==> src/rtl/bb_scheduler.sv <==
// Round-robin scheduler feeding the shared black_box datapath: one byte per grant,
// strobed for a single cycle, followed by a programmable idle gap.
module bb_scheduler #(
    parameter int PAYLOAD_BITS = 8,
    parameter int NUM_REQ      = 4,
    parameter int GAP_W        = 8,
    parameter int ID_W         = $clog2(NUM_REQ)
) (
    input  logic                            CLK_I,
    input  logic                            RST_N_I,
    input  logic [NUM_REQ-1:0]              REQ_VALID_I,
    input  logic [NUM_REQ*PAYLOAD_BITS-1:0] REQ_DATA_I,
    output logic [NUM_REQ-1:0]              REQ_READY_O,
    input  logic [GAP_W-1:0]                GAP_CYCLES_I,
    output logic [PAYLOAD_BITS-1:0]         BB_DATA_O,
    output logic                            BB_READY_O,
    output logic [ID_W-1:0]                 GRANT_ID_O,
    output logic                            BUSY_O
);

    typedef enum logic [1:0] {
        IDLE,
        ISSUE,
        GAP
    } state_t;

    state_t                  state_q;
    logic [ID_W-1:0]         ptr_q;
    logic [PAYLOAD_BITS-1:0] data_q;
    logic [GAP_W-1:0]        gap_q;

    logic [PAYLOAD_BITS-1:0] req_bytes [NUM_REQ];
    logic                    hit;
    logic [ID_W-1:0]         hit_idx;
    logic [ID_W:0]           cand_w;
    logic [ID_W-1:0]         cand;

    for (genvar g = 0; g < NUM_REQ; g++) begin : g_unpack
        assign req_bytes[g] = REQ_DATA_I[g*PAYLOAD_BITS +: PAYLOAD_BITS];
    end

    // Walk from the farthest candidate back to ptr so the nearest valid index wins.
    always_comb begin
        hit     = 1'b0;
        hit_idx = '0;
        cand_w  = '0;
        cand    = '0;
        for (int i = NUM_REQ - 1; i >= 0; i--) begin
            cand_w = {1'b0, ptr_q} + (ID_W+1)'(i);
            if (cand_w >= (ID_W+1)'(NUM_REQ)) begin
                cand_w = cand_w - (ID_W+1)'(NUM_REQ);
            end
            cand = cand_w[ID_W-1:0];
            if (REQ_VALID_I[cand]) begin
                hit     = 1'b1;
                hit_idx = cand;
            end
        end
    end

    // Ready is held low while reset is asserted so every output shows its reset value.
    always_comb begin
        REQ_READY_O = '0;
        if (RST_N_I && (state_q == IDLE) && hit) begin
            REQ_READY_O[hit_idx] = 1'b1;
        end
    end

    always_ff @(posedge CLK_I or negedge RST_N_I) begin
        if (!RST_N_I) begin
            state_q    <= IDLE;
            ptr_q      <= '0;
            data_q     <= '0;
            gap_q      <= '0;
            BB_DATA_O  <= '0;
            BB_READY_O <= 1'b0;
            GRANT_ID_O <= '0;
            BUSY_O     <= 1'b0;
        end else begin
            case (state_q)
                IDLE: begin
                    if (hit) begin
                        data_q     <= req_bytes[hit_idx];
                        GRANT_ID_O <= hit_idx;
                        ptr_q      <= (hit_idx == ID_W'(NUM_REQ - 1)) ? '0 : hit_idx + ID_W'(1);
                        gap_q      <= GAP_CYCLES_I;
                        BB_DATA_O  <= req_bytes[hit_idx];
                        BB_READY_O <= 1'b1;
                        BUSY_O     <= 1'b1;
                        state_q    <= ISSUE;
                    end
                end
                ISSUE: begin
                    BB_DATA_O  <= '0;
                    BB_READY_O <= 1'b0;
                    if (gap_q != '0) begin
                        state_q <= GAP;
                    end else begin
                        BUSY_O  <= 1'b0;
                        state_q <= IDLE;
                    end
                end
                GAP: begin
                    // gap_q is the down-counter; the last gap cycle is the one where it reads 1.
                    gap_q <= gap_q - GAP_W'(1);
                    if (gap_q <= GAP_W'(1)) begin
                        BUSY_O  <= 1'b0;
                        state_q <= IDLE;
                    end
                end
                default: begin
                    BB_DATA_O  <= '0;
                    BB_READY_O <= 1'b0;
                    BUSY_O     <= 1'b0;
                    state_q    <= IDLE;
                end
            endcase
        end
    end

endmodule

==> config.mk <==
export PLATFORM = sky130hd
export DESIGN_NAME = bb_scheduler
export DESIGN_NICKNAME = d
export VERILOG_FILES = /design/src/rtl/bb_scheduler.sv
export SDC_FILE = /design/constraint.sdc
export NUM_CORES = 1
export LEC_CHECK = 0
export CAP_MARGIN = 20
export CORE_ASPECT_RATIO = 0.8
export CORE_UTILIZATION = 45
export DETAILED_ROUTE_END_ITERATION = 10
export MAX_ROUTING_LAYER = met4
export PLACE_DENSITY = 0.87
export RECOVER_POWER = 25
export SYNTH_ARGS = -nofsm -noshare
export SYNTH_HDL_FRONTEND = slang
export SYNTH_SLANG_ARGS = --single-unit
==> constraint.sdc <==
create_clock -name CLK_I -period 4.5 [get_ports CLK_I]
set_input_delay 1.125 -clock CLK_I [delete_from_list [all_inputs] [get_ports CLK_I]]
set_output_delay 1.125 -clock CLK_I [all_outputs]
set_load 0.01 [all_outputs]
==> flow_metrics.env <==
export IMPL_h_tree_depth=1
export IMPL_whs_path_depth=2
export IMPL_slowest_delay_ps=610
export IMPL_grt_pass1_vias=1441
export IMPL_r2r_slack_ps=2540
export IMPL_cts_root_buffer="clkbuf_8"
export IMPL_synth_nets=224
export IMPL_final_cell_mix="clkdlybuf4s50_1 (60), dfrtp_1 (24), nand2_1 (24)"
export IMPL_die_h_um=56.1
export IMPL_avgSynthCellArea_um2=9.61
export IMPL_synthXorXnorAreaFrac=0.00533
export IMPL_synth_fa_ha_area_frac=0.0533
export IMPL_tns_ps=0
export IMPL_drt_total_wl_mm=4.40
export IMPL_cp_max_fo=6
export IMPL_cp_cell_sequence="clkdlybuf4s50_1, nand2_1, nor2_1, nor3_4, inv_2, ha_1, and3_1, clkdlybuf4s50_1"
export IMPL_min_from="BB_DATA_O[6]$_DFFE_PN0P_"
export IMPL_critPathSlowestCell="clkdlybuf4s50_1"
export IMPL_rsz0062_at_grt="false"
export IMPL_initial_core_util=0.474
export IMPL_worst_pin_slew_ps=987
export IMPL_synth_async_reset_ratio=1.00
export IMPL_port_buffers=61
export IMPL_drt_first_pass_iters=4
export IMPL_finalCritPeriodShare=0.966
export IMPL_switching_share=0.416
export IMPL_hold_worst_slack_ps=494
export IMPL_ys_flop_type="dfrtp_1"
export IMPL_place_congestion=0.890
export IMPL_pin_count=62
export IMPL_drv_slew=0
export IMPL_synth_top_family_by_area="compound AO/OA/AOI/OAI gates"
export IMPL_arrival_ps=3220
export IMPL_antenna_left=0
export IMPL_fmax_ghz=0.230
export IMPL_synth_compound_area_frac=0.251
export IMPL_route_vias_total=1555
export IMPL_synthMuxAreaShare=0.0852
export IMPL_cts_sinks=24
export IMPL_maxCapViolations=0
export IMPL_finClkSkew_ps=3.26
export IMPL_dp_hpwl_mm=3.32
export IMPL_clkLatencyLatePin_ps=270
export IMPL_area_growth_pct=45.1
export IMPL_final_nets=291
export IMPL_combPwrFrac=0.543
export IMPL_grt_start_max_net_pins=19
export IMPL_min_path_type="flop to flop"
export IMPL_core_area_um2=3470
export IMPL_setup_slack_ps=155
export IMPL_clkPwrFrac=0.143
export IMPL_ys_ff_latch=24
export IMPL_r2r_start="ptr_q[1]$_DFFE_PN0P_"
export IMPL_critPathBufInv=3
export IMPL_ys_warnings_count=0
export IMPL_die_w_um=69.6
export IMPL_final_cells=279
export IMPL_grt_overflow=0
export IMPL_end_kind="primary output"
export IMPL_drive_above_1_share=0.127
export IMPL_ys_seq_area_frac=0.365
export IMPL_synth_area_um2=1640
export IMPL_syn_inst=171
export IMPL_cp_start_kind="input pin"
export IMPL_hold_violations=0
export IMPL_place_ws_ps=188
export IMPL_fp_row_count=19
export IMPL_hold_end="BB_DATA_O[6]$_DFFE_PN0P_"
export IMPL_p_per_area_nw_per_um2=562
export IMPL_cts_clk_slew_worst_paths_ps=90
export IMPL_final_common_cell="clkdlybuf4s50_1"
export IMPL_relSlewSlack=0.342
export IMPL_cts_tree="done"
export IMPL_grt_total_usage=0.237
export IMPL_power_internal_w=0.000784
export IMPL_worst_setup_path_type="input pin to primary output"
export IMPL_cp_depth=8
export IMPL_vdd_ir_drop_max_mv=0.359
export IMPL_wire_per_inst_um=15.8
export IMPL_ctsHoldBuffers=0
export IMPL_reg2regPathDepth=6
export IMPL_timing_rr_end="BB_DATA_O[5]$_DFFE_PN0P_"
export IMPL_antenna_cells=0
export IMPL_drtIter0Drc=184
export IMPL_cp_required_ps=3380
export IMPL_total_leakage_power_nw=1.04
export IMPL_cts_buffers=3
export IMPL_ctsResizeCount=0
export IMPL_post_cts_buffers=0
export IMPL_switchingPower_w=0.000558
export IMPL_worst_path_most_repeated_cell="clkdlybuf4s50_1"
export IMPL_critPathTopFamily="buffers and inverters"
export IMPL_drc=0
export IMPL_dp_cells=275
export IMPL_status="complete, no violations"
export IMPL_fillCellCount=285
export IMPL_cts_buffer_depth=2
export IMPL_grt_first_pass_wirelength_mm=7.05
export IMPL_layout_min_cycle_time_ps=4350
export IMPL_seq_power_share=0.315
export IMPL_setup_viol=0
export IMPL_synth_edf_count=0
export IMPL_antenna_found_initial=0
export IMPL_routed_via_density=5.57
export IMPL_yosys_area_share_simple=0.203
export IMPL_ys_types=50
export IMPL_dieArea_um2=3900
[final cells by class]
type	count	area, µm²	area share
clock buffer	3	41.3	0.0173
clock inverter	1	30.0	0.0126
inverter	6	25.0	0.0105
multi-input combinational	136	983	0.412
sequential	24	601	0.252
tap	42	52.6	0.0220
timing repair buffer	67	652	0.273
[worst min-delay path, stage by stage, from the launching register on]
cell and delay (ps):
dfrtp_1 350, nand2_1 60, o221ai_2 50
[through the flow]
step | area (µm²) | power (W) | utilization
finish | 2380 | 0.00134 | 0.687
floorplan | 1640 | 0.000882 | -
detailed placement | 2320 | 0.00114 | 0.668
global route | 2380 | 0.00144 | 0.687
global placement | 2320 | 0.00112 | 0.668
CTS | 2390 | 0.00134 | 0.688
[flip-flops by register name, indices dropped and copies added, names as in the netlist]
register    flops
state_q         2
BUSY_O          1
GRANT_ID_O      2
BB_DATA_O       8
gap_q           8
ptr_q           2
BB_READY_O      1
[per-layer routing]
layer | vias up | GRT usage | share of wire
met4 | 0 | 0.0379 | 0.0045
met2 | 42 | 0.354 | 0.46
met1 | 744 | 0.340 | 0.49
met5 | - | - | 0
met3 | 2 | 0.0453 | 0.047
li1 | 767 | - | -
[cell usage after synthesis, types with 4 or more instances]
| master | instances | share of area |
|---|---|---|
| mux2i_1 | 14 | 0.085 |
| nand2_1 | 24 | 0.055 |
| o211ai_2 | 4 | 0.030 |
| inv_1 | 4 | 0.0091 |
| nand4_1 | 4 | 0.015 |
| o31ai_1 | 4 | 0.018 |
| a21o_1 | 7 | 0.032 |
| ha_1 | 7 | 0.053 |
| and3_1 | 5 | 0.019 |
| a21oi_1 | 5 | 0.015 |
| o21ai_0 | 7 | 0.021 |
| nor2_1 | 12 | 0.027 |
| dfrtp_1 | 24 | 0.37 |
[how the worst max path moves through the flow]
stage                        start              to  slack [ps]
finish              REQ_VALID_I[0]  REQ_READY_O[2]         150
global route        REQ_VALID_I[0]  REQ_READY_O[0]          20
CTS                 REQ_VALID_I[0]  REQ_READY_O[2]         160
detailed placement  REQ_VALID_I[0]  REQ_READY_O[1]         190
global placement    REQ_VALID_I[0]  REQ_READY_O[2]         210
floorplan           REQ_VALID_I[3]  REQ_READY_O[2]        1040
[power by group through the flow]
stage | sequential [W] | clock [W] | combinational (W)
2_1_floorplan | 0.000408 | 0 | 0.000475
3_3_place_gp | 0.000419 | 0 | 0.000697
3_5_place_dp | 0.000424 | 0 | 0.000717
4_1_cts | 0.000420 | 0.000197 | 0.000727
5_1_grt | 0.000438 | 0.000204 | 0.000802
6_report | 0.000422 | 0.000191 | 0.000728
[kinds of logic (layout without fill, tap and decap cells)]
logic type                 count (synthesis)  count (layout)
adders and majority gates                  7               7
and+or+nand+nor                           64              64
DFF                                       24              24
xor gates and xnor gates                   1               1
muxes                                     14              14
AOI/OAI and AO/OA                         50              50
buffers and inverters                     11              77
(Power assumes the default switching activity.)
